[config.mk]
export PLATFORM = sky130hd
export DESIGN_NAME = fetch_unit
export DESIGN_NICKNAME = d
export VERILOG_FILES = /design/src/rtl/fetch_unit.sv
export SDC_FILE = /design/constraint.sdc
export NUM_CORES = 1
export LEC_CHECK = 0
export CORE_UTILIZATION = 44
export DETAILED_ROUTE_END_ITERATION = 8
export PLACE_DENSITY = 0.84
export SLEW_MARGIN = 10
export SYNTH_ARGS = -nofsm -noshare
export SYNTH_HDL_FRONTEND = slang
export SYNTH_SLANG_ARGS = --single-unit
[constraint.sdc]
create_clock -name clock -period 3.8 [get_ports clock]
set_input_delay 0.38 -clock clock [delete_from_list [all_inputs] [get_ports clock]]
set_output_delay 0.38 -clock clock [all_outputs]
set_load 0.1 [all_outputs]
[src/rtl/fetch_unit.sv]
// Two-phase instruction fetch: FETCH latches one ROM byte into instr/oprnd,
// EXEC lets decode steer the PC. Stalls in FETCH until the ROM byte is valid.
module fetch_unit (
  input  logic        clock,
  input  logic        reset,
  input  logic        enable,
  input  logic        incPC,
  input  logic        loadPC,
  input  logic [11:0] loadValue,
  input  logic [7:0]  prog_byte,
  input  logic        prog_valid,
  output logic        prog_req,
  output logic [11:0] pc,
  output logic        phase,
  output logic [3:0]  instr,
  output logic [3:0]  oprnd,
  output logic        stall
);

  typedef enum logic {
    FETCH = 1'b0,
    EXEC  = 1'b1
  } state_t;

  state_t      state, stateNext;
  logic [11:0] pcNext, pcUpdate;
  logic [3:0]  instrNext, oprndNext;

  // loadPC outranks incPC; the 12-bit add wraps FFF -> 000 on its own
  always_comb begin
    pcUpdate = pc;
    if (loadPC)
      pcUpdate = loadValue;
    else if (incPC)
      pcUpdate = pc + 12'd1;
  end

  always_comb begin
    stateNext = state;
    pcNext    = pc;
    instrNext = instr;
    oprndNext = oprnd;
    stall     = 1'b0;
    prog_req  = (state == FETCH);
    if (enable) begin
      unique case (state)
        FETCH: begin
          if (prog_valid) begin
            instrNext = prog_byte[7:4];
            oprndNext = prog_byte[3:0];
            pcNext    = pcUpdate;
            stateNext = EXEC;
          end else begin
            stall = 1'b1;
          end
        end
        EXEC: begin
          pcNext    = pcUpdate;
          stateNext = FETCH;
        end
        default: stateNext = FETCH;
      endcase
    end
  end

  always_ff @(posedge clock or posedge reset) begin
    if (reset) begin
      state <= FETCH;
      pc    <= '0;
      instr <= '0;
      oprnd <= '0;
    end else begin
      state <= stateNext;
      pc    <= pcNext;
      instr <= instrNext;
      oprnd <= oprndNext;
    end
  end

  assign phase = (state == EXEC);

endmodule

==> impl_metrics.toml, run 1 <==
[route]
vias = 1111
via_per_inst = 5.817
routedWlPerCell_um = 14.53
drt_iter0_drc = 13
drt_first_pass_iters = 5
drt.antenna.violating_nets = 0
routed_wl_mm = 2.776
drc = 0

[clock_network]
tritoncts = "done"
post_cts_buffers = 0
htreeDepth = 1
hold_buffers = 0
cts_resized = 0
clk_latency_ns = 0.31
numClockSinks = 21
clkTransAtPathRegs_ns = 0.12
cts_buffers = 3
clk_path_buf_depth = 2
cts_root_buf = "clkbuf_4"

[logic_synthesis]
synth-edff-count = 0
syn_inst = 115
synth_seq_cells = 21
ys.flop_type = "dfrtp_1"
synth_warnings = 0
syn_area_um2 = 1106
syn_avg_cell_area_um2 = 9.618
ys_types = 35
ys_seq_area_share_pct = 47.51
syn_nets = 142
synthArstFlopShare_pct = 100.0

[timing]
worst_pin_slew_ns = 0.9815
drv_slew = 0
post-route-period-util_pct = 63.35
slew_headroom_pct = 34.36
fin_crit_ns = 2.407
hold_violations = 0
clock_skew_ns = 0.006115
setup_ws_ns = 1.393
rsz0062_at_grt = "no"
setup_viol = 0
clock.fmax_mhz = 415.4
setup_tns_ns = 0

[floorplanning]
initial_core_util_pct = 48.15
std_cell_rows = 17
ios = 49
dieHeight_um = 52.14
dieArea_um2 = 2718
fp.coreArea_um2 = 2297
fp.dieW_um = 52.14

[setup_path]
path_buf_inv = 1
crit_fanout = 9
critPathMaxStageDelay_ns = 1.19
endpoint = "pc[4]"
r2r_end = "pc[8]$_DFFE_PP0P_"
slowest_stage = "clkdlybuf4s50_1"
path_depth = 1
arrival_ns = 2.03
worstReg2RegStart = "pc[0]$_DFFE_PP0P_"
reg2reg_depth = 5
r2r_slack_ns = 2.20
crit_type = "reg -> out"
crit_start = "pc[4]$_DFFE_PP0P_"
critical_path.top_delay_family = "buffers and inverters"
crit_path_cell_trace = "clkdlybuf4s50_1"
startpoint_type = "flop"
required_ns = 3.42
end_kind = "primary output"

[pwr]
ir_drop_mv = 0.5696
power_density_nw_per_um2 = 645.2
total_power_mw = 1.052
power.leakage_nw = 0.6486

[cells_and_area]
design_area_um2 = 1630
num-nets-final = 191
drive_gt1_share_pct = 11.04
antenna_cells = 0
fillers = 181
final_util_pct = 70.97
syn_to_final_growth_pct = 47.40

[placement]
port-buffer-count = 48
preCtsSetupSlack_ns = 1.482
placed_area_um2 = 1604
dp_hpwl_mm = 2.013
routabilityCongestion = 0.8190

[grt]
first_global_vias = 1039
grt_max_degree = 25
grt_pass1_wl_mm = 4.388
antenna_found_initial = 0
overflow = 0
grt_usage_pct = 22.09

[job]
drv_cap = 0

[hold_path]
hold_class = "in -> async"

[run_status]
status = "completed"
==> flip-flops by register name (all words and copies together), names as in the netlist <==
name	cells
instr	4
oprnd	4
pc	12
phase	1
==> power by group <==
part | switching (mW) | leakage [nW] | total, mW | internal [mW]
Clock | 0.0699 | 0.0150 | 0.111 | 0.0410
Combinational | 0.458 | 0.385 | 0.611 | 0.154
Sequential | 0.0586 | 0.249 | 0.330 | 0.271
Total | 0.586 | 0.649 | 1.05 | 0.466
==> cell usage after synthesis, drive strengths merged, types with 2 or more instances <==
cell / count / area share (%)
a21oi: 12 / 5.4
mux2: 8 / 8.1
nor4: 2 / 1.1
dfrtp: 21 / 48
nand4: 2 / 1.7
mux2i: 2 / 1.8
nand3: 9 / 4.5
nand2: 9 / 3.1
inv: 4 / 1.4
buf: 2 / 0.91
nor2: 4 / 1.4
a2bb2oi: 2 / 1.6
o22ai: 2 / 1.1
nor3b: 2 / 1.4
and3: 2 / 1.2
clkbuf: 3 / 1.1
o21ai: 12 / 5.4
nor3: 5 / 2.3
==> per-layer routing <==
layer | up-vias | global-route usage [%] | part of all wire [%]
li1 | 527 | - | -
met5 | - | 0 | 0
met3 | 4 | 5.263 | 7.0
met4 | 0 | 6.579 | 0.94
met1 | 525 | 26.43 | 44
met2 | 55 | 38.89 | 48
==> through the flow <==
| stage | std cells | hold WS [ns] |
|---|---|---|
| global route | 191 | 0.5409 |
| finish | 191 | 0.5067 |
| global placement | 187 | 0.4876 |
| floorplan | 115 | 0.3565 |
| detailed placement | 187 | 0.4971 |
| CTS | 191 | 0.5251 |
==> worst min path at each step <==
stage,start,end,slack (ns),cells past startpoint
2_1_floorplan,reset,instr[0]$_DFFE_PP0P_,0.36,1
3_3_place_gp,instr[3]$_DFFE_PP0P_,instr[3]$_DFFE_PP0P_,0.49,1
3_5_place_dp,oprnd[2]$_DFFE_PP0P_,oprnd[2]$_DFFE_PP0P_,0.50,1
4_1_cts,reset,instr[3]$_DFFE_PP0P_,0.53,2
5_1_grt,instr[1]$_DFFE_PP0P_,instr[1]$_DFFE_PP0P_,0.54,1
6_report,reset,oprnd[1]$_DFFE_PP0P_,0.51,2
==> cells in the final DEF, fill, tap and decap left out <==
| cell | count |
|---|---|
| clkinv_1 | 1 |
| nor3b_1 | 2 |
| o221ai_1 | 1 |
| nand4_1 | 1 |
| inv_1 | 4 |
| clkbuf_1 | 1 |
| nand3_1 | 8 |
| ha_1 | 1 |
| and3_2 | 1 |
| a2bb2oi_1 | 2 |
| a21oi_1 | 12 |
| o21ai_0 | 11 |
| dfrtp_1 | 21 |
| nor2b_1 | 1 |
| o22ai_1 | 2 |
| clkbuf_4 | 3 |
| a31oi_1 | 1 |
| nor4_1 | 2 |
| and4_2 | 1 |
| nand3_2 | 1 |
| nor2_1 | 4 |
| nand2_1 | 9 |
| o22a_1 | 1 |
| mux2i_1 | 2 |
| and3_1 | 1 |
| buf_4 | 2 |
| mux2_2 | 8 |
| clkdlybuf4s50_1 | 47 |
| o221a_2 | 1 |
| or4_1 | 1 |
| nor3_1 | 5 |
| o31ai_1 | 1 |
| a21o_1 | 1 |
| o21ai_1 | 1 |
| a32oi_1 | 1 |
| nand4_2 | 1 |
==> logic make-up (layout without fill, tap and decap cells) <==
group                      count (synthesis)  count (layout)  synth area share (%)
and+or+nand+nor                           38              38                 18.78
adders and majority gates                  1               1                 1.131
muxes                                     10              10                 9.955
buffers and inverters                     10              58                 3.732
DFF                                       21              21                 47.51
AOI/OAI and AO/OA                         35              35                 18.89
==> final cells by class <==
class,instances,area [um2],area share (%)
timing repair buffer,49,485.5,29.78
inverter,5,18.77,1.151
multi-input combinational,84,539.3,33.08
clock buffer,4,26.28,1.612
tap,28,35.03,2.149
sequential,21,525.5,32.23
No activity file was read; power rests on OpenSTA's default activity.
==> run 2, diff against run 1 <==
--- a/config.mk
+++ b/config.mk
@@ -5,9 +5,9 @@
 export SDC_FILE = /design/constraint.sdc
 export NUM_CORES = 1
 export LEC_CHECK = 0
-export CORE_UTILIZATION = 44
+export CORE_UTILIZATION = 37
 export DETAILED_ROUTE_END_ITERATION = 8
-export PLACE_DENSITY = 0.84
+export PLACE_DENSITY = 0.75
 export SLEW_MARGIN = 10
 export SYNTH_ARGS = -nofsm -noshare
 export SYNTH_HDL_FRONTEND = slang
==> constraint.sdc (replaced) <==
create_clock -name clock -period 2.2 [get_ports clock]
set_input_delay 0.22 -clock clock [delete_from_list [all_inputs] [get_ports clock]]
set_output_delay 0.22 -clock clock [all_outputs]
set_load 0.1 [all_outputs]
==> run 2 against run 1 <==
Effect of this change: global-route usage is 2.3 points lower; critical path type is now reg -> reg; combinational power is 70% higher; first-iteration DRC count is 120% higher; sequential share of layout area is 0.077 points higher; critical path depth is 4 higher; the run now ends with design-rule violations left; total power is 71% higher; largest cell class unchanged.
==> impl_metrics.toml, run 2 (synthesized netlist as in run 1, its figures left out) <==
[pwr]
p_switching_mw = 1.017
internal_power_uw = 779.1
swShare_pct = 56.63
power.leakage_nw = 0.6894
power_density_nw_per_um2 = 1102
p_comb_share_pct = 57.7
ir_drop_mv = 0.5663
total_power_mw = 1.796
clkPwrFrac_pct = 10.7
seq_power_share_pct = 31.6

[cells_and_area]
design_area_um2 = 1630
drive_gt1_share_pct = 28.92
final_util_pct = 58.12
top_register = "pc"
syn_to_final_growth_pct = 47.40
antenna_cells = 0
final_common_cell = "buf_4"
final_cell_mix = "buf_4, clkdlybuf4s50_1, dfrtp_1"
num-nets-final = 194
final_cells = 197
largest_register_ffs = 12
reg.largest.list = "pc (12), instr (4), oprnd (4)"

[floorplanning]
initial_core_util_pct = 39.43
std_cell_rows = 19
ios = 49
fp.dieW_um = 56.68
fp.coreArea_um2 = 2805
dieHeight_um = 56.68
dieArea_um2 = 3212

[setup_path]
required_ns = 2.41
arrival_ns = 1.81
critical_path.top_delay_family = "simple AND/OR/NAND/NOR gates"
path_buf_inv = 0
startpoint_type = "flop"
crit_path_cell_trace = "ha_1 > nand3_1 > nor4_1 > a21oi_1 > o22a_1"
crit_type = "reg -> reg"
slowest_stage = "dfrtp_1"
crit_fanout = 7
end_kind = "flop"
critPathMaxStageDelay_ns = 0.49

[placement]
port-buffer-count = 48
preCtsSetupSlack_ns = 0.4838
routabilityCongestion = 0.8192
placedCellCount = 193
placed_area_um2 = 1603
dp_hpwl_mm = 2.207

[route]
via_per_inst = 5.497
drt_iter0_drc = 29
drc = 6
vias = 1083
drt.antenna.violating_nets = 0
routed_wl_mm = 2.932
routedWlPerCell_um = 14.88
drt_first_pass_iters = 6

[grt]
first_global_vias = 1072
antenna_found_initial = 0
grt_max_degree = 16
overflow = 0
grt_pass1_wl_mm = 4.885
grt_usage_pct = 19.78

[clock_network]
cts_resized = 0
tritoncts = "done"
htreeDepth = 1
hold_buffers = 0
numClockSinks = 21
cts_buffers = 3
clkTransAtPathRegs_ns = 0.12
post_cts_buffers = 0
clk_path_buf_depth = 2
clk_latency_ns = 0.31
cts_root_buf = "clkbuf_4"

[timing]
post-route-period-util_pct = 72.60
timing.hold.ws_ns = 0.2343
fin_crit_ns = 1.597
clock_skew_ns = 0.003218
setup_viol = 0
clock.fmax_mhz = 626.1
rsz0062_at_grt = "no"
worst_pin_slew_ns = 0.5470
drv_slew = 0
slew_headroom_pct = 63.49
hold_violations = 0
setup_ws_ns = 0.6028
setup_tns_ns = 0

[run_status]
violations = "design-rule violations"
status = "complete, but fails checks"

[hold_path]
hold_class = "in -> async"

[job]
drv_cap = 0
[run 2: final cells by class]
type | count | area, um2
Inverter | 5 | 22.52
Sequential cell | 21 | 526.8
Timing Repair Buffer | 52 | 465.4
Multi-Input combinational cell | 84 | 549.3
Fill cell | 253 | 1175
Clock inverter | 1 | 5.005
Tap cell | 31 | 38.79
Clock buffer | 3 | 22.52
[run 2: worst paths after layout]
path	slack, ns	endpoint	from	depth (start not counted)
setup / recovery	0.60	pc[8]$_DFFE_PP0P_	pc[0]$_DFFE_PP0P_	5
hold / removal	0.23	oprnd[1]$_DFFE_PP0P_	reset	2
setup reg to reg	0.60	pc[8]$_DFFE_PP0P_	pc[0]$_DFFE_PP0P_	5
hold reg to reg	0.52	instr[0]$_DFFE_PP0P_	instr[0]$_DFFE_PP0P_	1
max in group asynchronous	1.44	pc[2]$_DFFE_PP0P_	reset	3
min in group clock	0.48	pc[0]$_DFFE_PP0P_	loadValue[0]	3
[run 2: power by group through the flow]
stage | Combinational (mW) | Clock, mW | Sequential (mW)
floorplan | 0.192 | 0 | 1.17
global placement | 1.03 | 0 | 0.568
detailed placement | 1.04 | 0 | 0.576
CTS | 1.04 | 0.204 | 0.568
global route | 1.08 | 0.211 | 0.581
finish | 1.04 | 0.193 | 0.568
[run 2: layer usage]
layer  track usage, %  share of wire, %  up-vias
met5                0                 0        -
met1            25.15                44      506
met4            7.857               1.3        0
met2            32.14                47       44
met3            4.839               7.5        4
li1                 -                 -      529
